$ cat config.mk
export PLATFORM = sky130hd
export DESIGN_NAME = uart_tx_flat
export DESIGN_NICKNAME = d
export VERILOG_FILES = /design/src/rtl/uart_pkg.sv /design/src/rtl/uart_tx_if.sv /design/src/rtl/uart_bit_timer.sv /design/src/rtl/uart_tx.sv /design/src/flat_wrapper.sv
export SDC_FILE = /design/constraint.sdc
export NUM_CORES = 1
export LEC_CHECK = 0
export CAP_MARGIN = 25
export CORE_MARGIN = 2
export CORE_UTILIZATION = 54
export DETAILED_ROUTE_END_ITERATION = 12
export PLACE_DENSITY_LB_ADDON = 0.05
export SLEW_MARGIN = 20
export SYNTH_ARGS = -nofsm -noshare
export SYNTH_HDL_FRONTEND = slang
export SYNTH_HIERARCHICAL = 1
export SYNTH_SLANG_ARGS = --single-unit
$ cat constraint.sdc
create_clock -name clk -period 3.25 [get_ports clk]
set_clock_uncertainty 0.15 [all_clocks]
set_input_delay 0.65 -clock clk [delete_from_list [all_inputs] [get_ports clk]]
set_output_delay 0.65 -clock clk [all_outputs]
set_load 0.05 [all_outputs]
$ cat src/rtl/uart_pkg.sv
// -----------------------------------------------------------------------------
// uart_pkg
// Shared definitions for the UART transmitter and receiver.
//   uart_state_t      : frame FSM states (IDLE, START, DATA, PARITY, END)
//   DEF_* constants   : default serial timing and word size
//   cnt_w()           : counter width for a given count range (minimum 1 bit)
// -----------------------------------------------------------------------------
package uart_pkg;

    typedef enum logic [2:0] {
        IDLE   = 3'd0,
        START  = 3'd1,
        DATA   = 3'd2,
        PARITY = 3'd3,
        END    = 3'd4
    } uart_state_t;

    localparam int DEF_CLOCKS_PER_PULSE = 16;
    localparam int DEF_BITS_PER_WORD    = 8;

    // Width needed to count 0..range-1; never narrower than one bit.
    function automatic int cnt_w(input int range);
        return (range > 1) ? $clog2(range) : 1;
    endfunction

endpackage

$ cat src/rtl/uart_tx_if.sv
// -----------------------------------------------------------------------------
// uart_tx_if
// Valid/ready payload stream into the UART transmitter.
//   s_valid : payload valid            (master -> slave)
//   s_data  : payload, W_IN bits       (master -> slave)
//   s_ready : slave can accept payload (slave -> master)
// -----------------------------------------------------------------------------
interface uart_tx_if #(
    parameter int W_IN = 16
) ();

    logic            s_valid;
    logic            s_ready;
    logic [W_IN-1:0] s_data;

    modport master (
        output s_valid,
        output s_data,
        input  s_ready
    );

    modport slave (
        input  s_valid,
        input  s_data,
        output s_ready
    );

endinterface

$ cat src/rtl/uart_bit_timer.sv
// -----------------------------------------------------------------------------
// uart_bit_timer
// Counts clock cycles within one serial bit period (0..CLOCKS_PER_PULSE-1) and
// flags the last cycle of the period.
//   clk     : clock, posedge
//   rst     : asynchronous active-high reset, clears the count
//   i_clear : synchronous clear to 0 (takes priority over counting)
//   i_en    : count enable
//   o_tc    : high on the last cycle of a bit period while enabled
// -----------------------------------------------------------------------------
module uart_bit_timer
    import uart_pkg::*;
#(
    parameter int CLOCKS_PER_PULSE = DEF_CLOCKS_PER_PULSE
) (
    input  logic clk,
    input  logic rst,
    input  logic i_clear,
    input  logic i_en,
    output logic o_tc
);

    localparam int            CW   = cnt_w(CLOCKS_PER_PULSE);
    localparam logic [CW-1:0] LAST = CW'(CLOCKS_PER_PULSE - 1);

    logic [CW-1:0] r_count;

    assign o_tc = i_en && (r_count == LAST);

    // Wraps to 0 on terminal count, holds while disabled.
    always_ff @(posedge clk or posedge rst) begin
        if (rst) begin
            r_count <= '0;
        end else if (i_clear || o_tc) begin
            r_count <= '0;
        end else if (i_en) begin
            r_count <= r_count + 1'b1;
        end
    end

endmodule

$ cat src/rtl/uart_tx.sv
// -----------------------------------------------------------------------------
// uart_tx
// Serialises a W_IN-bit payload as NUM_WORDS = W_IN/BITS_PER_WORD back-to-back
// UART frames, lowest word first. Each frame: start bit (0), BITS_PER_WORD data
// bits LSB first, even parity bit, one stop bit (1). Every bit lasts
// CLOCKS_PER_PULSE clocks.
//   clk  : clock, posedge
//   rst  : asynchronous active-high reset; abandons any frame in flight
//   s_if : payload stream (slave); s_ready is high only in IDLE
//   tx   : registered serial line, idles high
//   busy : high from the accepting edge until the last stop bit ends
// -----------------------------------------------------------------------------
module uart_tx
    import uart_pkg::*;
#(
    parameter int CLOCKS_PER_PULSE = DEF_CLOCKS_PER_PULSE,
    parameter int BITS_PER_WORD    = DEF_BITS_PER_WORD,
    parameter int W_IN             = 16
) (
    input  logic      clk,
    input  logic      rst,
    uart_tx_if.slave  s_if,
    output logic      tx,
    output logic      busy
);

    localparam int NUM_WORDS = W_IN / BITS_PER_WORD;
    localparam int BW        = cnt_w(BITS_PER_WORD);
    localparam int WW        = cnt_w(NUM_WORDS);

    localparam logic [BW-1:0] BITS_LAST  = BW'(BITS_PER_WORD - 1);
    localparam logic [WW-1:0] WORDS_LAST = WW'(NUM_WORDS - 1);

    localparam logic [2:0] ST_IDLE   = IDLE;
    localparam logic [2:0] ST_START  = START;
    localparam logic [2:0] ST_DATA   = DATA;
    localparam logic [2:0] ST_PARITY = PARITY;
    localparam logic [2:0] ST_END    = END;

    logic [2:0]      r_state;
    logic [W_IN-1:0] r_shift;
    logic            r_par;
    logic [BW-1:0]   r_bits;
    logic [WW-1:0]   r_words;
    logic            r_tx;

    logic [2:0]      w_state_nxt;
    logic [W_IN-1:0] w_shift_nxt;
    logic            w_par_nxt;
    logic [BW-1:0]   w_bits_nxt;
    logic [WW-1:0]   w_words_nxt;
    logic            w_tx_nxt;
    logic            w_handshake;
    logic            w_tc;
    logic            w_timer_en;

    assign w_handshake = s_if.s_valid && (r_state == ST_IDLE);
    assign w_timer_en  = (r_state != ST_IDLE);

    uart_bit_timer #(
        .CLOCKS_PER_PULSE (CLOCKS_PER_PULSE)
    ) u_timer (
        .clk     (clk),
        .rst     (rst),
        .i_clear (w_handshake),
        .i_en    (w_timer_en),
        .o_tc    (w_tc)
    );

    always_comb begin
        w_state_nxt = r_state;
        w_shift_nxt = r_shift;
        w_par_nxt   = r_par;
        w_bits_nxt  = r_bits;
        w_words_nxt = r_words;

        case (r_state)
            ST_IDLE: begin
                if (s_if.s_valid) begin
                    w_state_nxt = ST_START;
                    w_shift_nxt = s_if.s_data;
                    w_words_nxt = '0;
                    w_bits_nxt  = '0;
                end
            end
            ST_START: begin
                w_par_nxt = 1'b0;
                if (w_tc) begin
                    w_state_nxt = ST_DATA;
                    w_bits_nxt  = '0;
                end
            end
            ST_DATA: begin
                // The shift register carries all remaining words, so after
                // one word has gone out the next word is already at bit 0.
                if (w_tc) begin
                    w_shift_nxt = r_shift >> 1;
                    w_par_nxt   = r_par ^ r_shift[0];
                    if (r_bits == BITS_LAST) begin
                        w_bits_nxt  = '0;
                        w_state_nxt = ST_PARITY;
                    end else begin
                        w_bits_nxt = r_bits + 1'b1;
                    end
                end
            end
            ST_PARITY: begin
                if (w_tc) begin
                    w_state_nxt = ST_END;
                end
            end
            ST_END: begin
                if (w_tc) begin
                    if (r_words == WORDS_LAST) begin
                        w_words_nxt = '0;
                        w_state_nxt = ST_IDLE;
                    end else begin
                        w_words_nxt = r_words + 1'b1;
                        w_state_nxt = ST_START;
                    end
                end
            end
            default: begin
                w_state_nxt = ST_IDLE;
            end
        endcase
    end

    // The line level is decoded from the next-state values so the registered
    // output changes on the same edge as the state it belongs to.
    always_comb begin
        w_tx_nxt = 1'b1;
        case (w_state_nxt)
            ST_START:  w_tx_nxt = 1'b0;
            ST_DATA:   w_tx_nxt = w_shift_nxt[0];
            ST_PARITY: w_tx_nxt = w_par_nxt;
            default:   w_tx_nxt = 1'b1;
        endcase
    end

    always_ff @(posedge clk or posedge rst) begin
        if (rst) begin
            r_state <= ST_IDLE;
            r_shift <= '0;
            r_par   <= 1'b0;
            r_bits  <= '0;
            r_words <= '0;
            r_tx    <= 1'b1;
        end else begin
            r_state <= w_state_nxt;
            r_shift <= w_shift_nxt;
            r_par   <= w_par_nxt;
            r_bits  <= w_bits_nxt;
            r_words <= w_words_nxt;
            r_tx    <= w_tx_nxt;
        end
    end

    assign tx          = r_tx;
    assign busy        = (r_state != ST_IDLE);
    assign s_if.s_ready = (r_state == ST_IDLE);

endmodule
$ cat src/flat_wrapper.sv
// flat-port wrapper written by rule: the top's interface ports become plain ports
module uart_tx_flat import uart_pkg::*;
#(
    parameter int CLOCKS_PER_PULSE = DEF_CLOCKS_PER_PULSE,
    parameter int BITS_PER_WORD    = DEF_BITS_PER_WORD,
    parameter int W_IN             = 16
)
  (clk, rst, tx, busy, s_if_s_valid, s_if_s_data, s_if_s_ready);
  uart_tx_if #(.W_IN(W_IN)) s_if_i ();
  input  logic clk;
  input  logic rst;
  output logic tx;
  output logic busy;
  input wire logic [$bits(s_if_i.s_valid)-1:0] s_if_s_valid;
  input wire logic [$bits(s_if_i.s_data)-1:0] s_if_s_data;
  output wire logic [$bits(s_if_i.s_ready)-1:0] s_if_s_ready;
  assign s_if_i.s_valid = s_if_s_valid;
  assign s_if_i.s_data = s_if_s_data;
  assign s_if_s_ready = s_if_i.s_ready;
  uart_tx #(.CLOCKS_PER_PULSE(CLOCKS_PER_PULSE), .BITS_PER_WORD(BITS_PER_WORD), .W_IN(W_IN)) u_core (.clk(clk), .rst(rst), .s_if(s_if_i), .tx(tx), .busy(busy));
endmodule
==> run_results.csv <==
group,metric,value,unit
cts,cts_hold_buf,0,
yosys,synth_edf_count,0,
layout,drive_gt1_share,19.1,%
yosys,synth_nets,180,
global_route,antenna_found_initial,0,
timing,relSlewSlack,58.4,%
route,viasPerCell,5.65,
floorplan,initial_core_util,56.9,%
yosys,synth-simple-area-share,14.3,%
status,status,"completed",
route,routedWlPerCell,14.0,µm
layout,area_growth,18.5,%
worst_setup_path,cp_cell_sequence,"or3_1, inv_1, clkdlybuf4s50_1",
yosys,synth-async-reset-ratio,100,%
worst_setup_path,cpPeakStageDelay,0.79,ns
placement,dp_hpwl,2200,µm
placement,place_ws,0.689,ns
cts,clock_latency,0.31,ns
run,drv_cap,0,
timing,timing.final.ws_setup,0.393,ns
route,first_pass_iters,4,
floorplan,rows,19,
floorplan,die_area,3380,µm²
layout,fill_cells,234,
worst_setup_path,cp_data_required_time,2.45,ns
yosys,synth_area_leaders,"dfrtp_1 44%, a22oi_1 7.1%, o21ai_2 5.5%",
yosys,ys.flop_type,"dfrtp_1",
yosys,syn-cell-area,1580,µm²
power,power.density,744,nW/µm²
layout,antennaDiodeCount,0,
layout,nets,204,
timing,finalSetupViolations,0,
power,max-vdd-ir-drop,0.487,mV
layout,multi_input_area,713,µm²
placement,dpl-instance-area,1820,µm²
cts,cts_buffer_depth,2,
floorplan,dieHeight,58.1,µm
layout,finalInstanceArea,1880,µm²
cts,cts-resized-gates,0,
route,vias,1210,
yosys,ys_ff_latch,29,
worst_hold_path,min_path_type,"register to register",
worst_setup_path,worstSetupEndpointType,"output port",
worst_setup_path,crit_arrival,2.06,ns
layout,post-route-util,67.4,%
placement,place.port_buffers,21,
yosys,synth-xor-area-share,1.11,%
route,drtIter0Drc,57,
worst_setup_path,path_class,"register to output port",
cts,clk_pin_slew,0.10,ns
worst_setup_path,r2r_setup_slack,0.67,ns
route,drc,0,
yosys,synth.area.mux_share,2.77,%
timing,worstMarginPinSlew,0.621,ns
floorplan,die-width,58.1,µm
timing,rsz0062_at_grt,"no",
yosys,synth_top_family_by_area,"compound AO/OA/AOI/OAI gates",
worst_setup_path,path_buf_inv,2,
layout,mostFrequentLayoutCells,"28 x dfrtp_1, 21 x clkdlybuf4s50_1, 20 x inv_1, 15 x a22oi_1",
worst_setup_path,crit_slowest_cell,"clkdlybuf4s50_1",
yosys,synth_compound_area_share,24.1,%
power,power_leakage,0.858,nW
cts,tritoncts,"yes",
global_route,grt_start_max_net_pins,21,
route,wl,2990,µm
cts,numClockSinks,29,
global_route,first_global_vias,1162,
worst_setup_path,startpoint_type,"register",
layout,final_common_cell,"dfrtp_1",
global_route,overflow,0,
yosys,yosysTopAreaCell,"dfrtp_1",
cts,cts-htree-levels,2,
timing,fin_setup_tns,0,ns
floorplan,io_pins,22,
placement,gp_congestion,0.800,
yosys,synthCells,158,
global_route,grt_usage,20.6,%
yosys,synth_warnings,6,
yosys,synthAdderAreaFrac,2.37,%
timing,fin_crit_sh,87.9,%
route,antenna_left,0,
cts,cts_setup_buffers,0,
cts,cts_buffers,5,
timing,hold_viol,0,
floorplan,core,2780,µm²
timing,drv_slew,0,
yosys,netlist.area_leader.share,44.3,%
layout,regArea,727,µm²
timing,min_period,2.86,ns
worst_setup_path,crit_path_max_fanout,7,
yosys,post_synth_num_cell_types,43,
global_route,grt_pass1_wl,5250,µm
yosys,synth.avg_cell_area,10.0,µm²
cts,cts_root_buf,"clkbuf_4",
yosys,yosysSeqAreaShare,45.9,%
timing,fmax,350,MHz
worst_setup_path,cp_top_family,"buffers and inverters",
-- final cells by class --
class | instances | share of cell area (%)
Timing Repair Buffer | 28 | 14.0
Multi-Input combinational cell | 98 | 38.0
Sequential cell | 29 | 38.8
Clock buffer | 8 | 3.14
Inverter | 20 | 4.00
Tap cell | 31 | 2.07
-- report_power, final --
group | internal (mW) | total (mW) | switching [mW] | leakage [nW]
logic | 0.252 | 0.567 | 0.316 | 0.464
registers | 0.511 | 0.602 | 0.0910 | 0.361
clock network | 0.107 | 0.226 | 0.120 | 0.0326
total | 0.870 | 1.40 | 0.526 | 0.858
-- synth_stat cells, types with 2 or more instances --
cell type,number
and3_1,2
buf_6,3
a31oi_1,2
nor2b_1,2
nand3_1,3
ha_1,3
o21ai_2,10
nand2_1,10
mux2_2,3
dfrtp_1,28
nand2b_1,4
xor2_1,2
or3_1,2
a21oi_1,5
a22oi_1,15
o21ai_0,9
clkbuf_1,2
inv_1,20
nor2_1,5
buf_2,5
-- per-layer routing --
| metal | vias up | track usage (%) | part of all wire (%) |
|---|---|---|---|
| met4 | 0 | 6.98 | 1.0 |
| met2 | 28 | 33.9 | 50 |
| met5 | - | 0 | 0 |
| met3 | 4 | 5.36 | 4.4 |
| met1 | 583 | 26.6 | 44 |
| li1 | 595 | - | - |
-- cell families (layout without fill, tap and decap cells) --
group	Yosys count	in the layout
compound gates	51	51
simple gates	38	38
buf+inv	31	56
flops	29	29
mux	4	4
fa+ha+maj	3	3
xor+xnor	2	2
-- state kept, by name, indices dropped and copies added, names as in the netlist --
| register | cells |
|---|---|
| u_core/r_par | 1 |
| u_core/r_bits | 3 |
| u_core/u_timer/r_count | 4 |
| u_core/tx | 1 |
| u_core/r_shift | 16 |
| u_core/r_words | 1 |
| u_core/r_state | 3 |
-- worst reg2reg max path, cell delays in order, from the launching register on --
cell and delay, ns:
dfrtp_1 0.42, ha_1 0.22, nand3_1 0.11, nor2_1 0.49, nor4bb_2 0.38, or2_1 0.33, buf_4 0.27, o21ai_0 0.10
-- worst paths after layout --
path                                              to                       from  cells after the start
max                                     s_if_s_ready          u_core/r_state[2]                      3
min                                u_core/r_shift[2]          u_core/r_shift[3]                      2
max reg2reg                       u_core/r_shift[13]  u_core/u_timer/r_count[0]                      7
min reg2reg                        u_core/r_shift[2]          u_core/r_shift[3]                      2
max in group asynchronous         u_core/r_shift[15]                        rst                      3
min in group asynchronous  u_core/u_timer/r_count[0]                        rst                      2
-- stage by stage --
step | instances | hold slack [ns] | total power, mW
after floorplan | 158 | 0.266 | 1.05
after global placement | 206 | 0.346 | 1.15
after detailed placement | 206 | 0.360 | 1.18
after CTS | 214 | 0.374 | 1.41
after global routing | 214 | 0.395 | 1.51
final | 214 | 0.370 | 1.40
(Power assumes the default switching activity.)
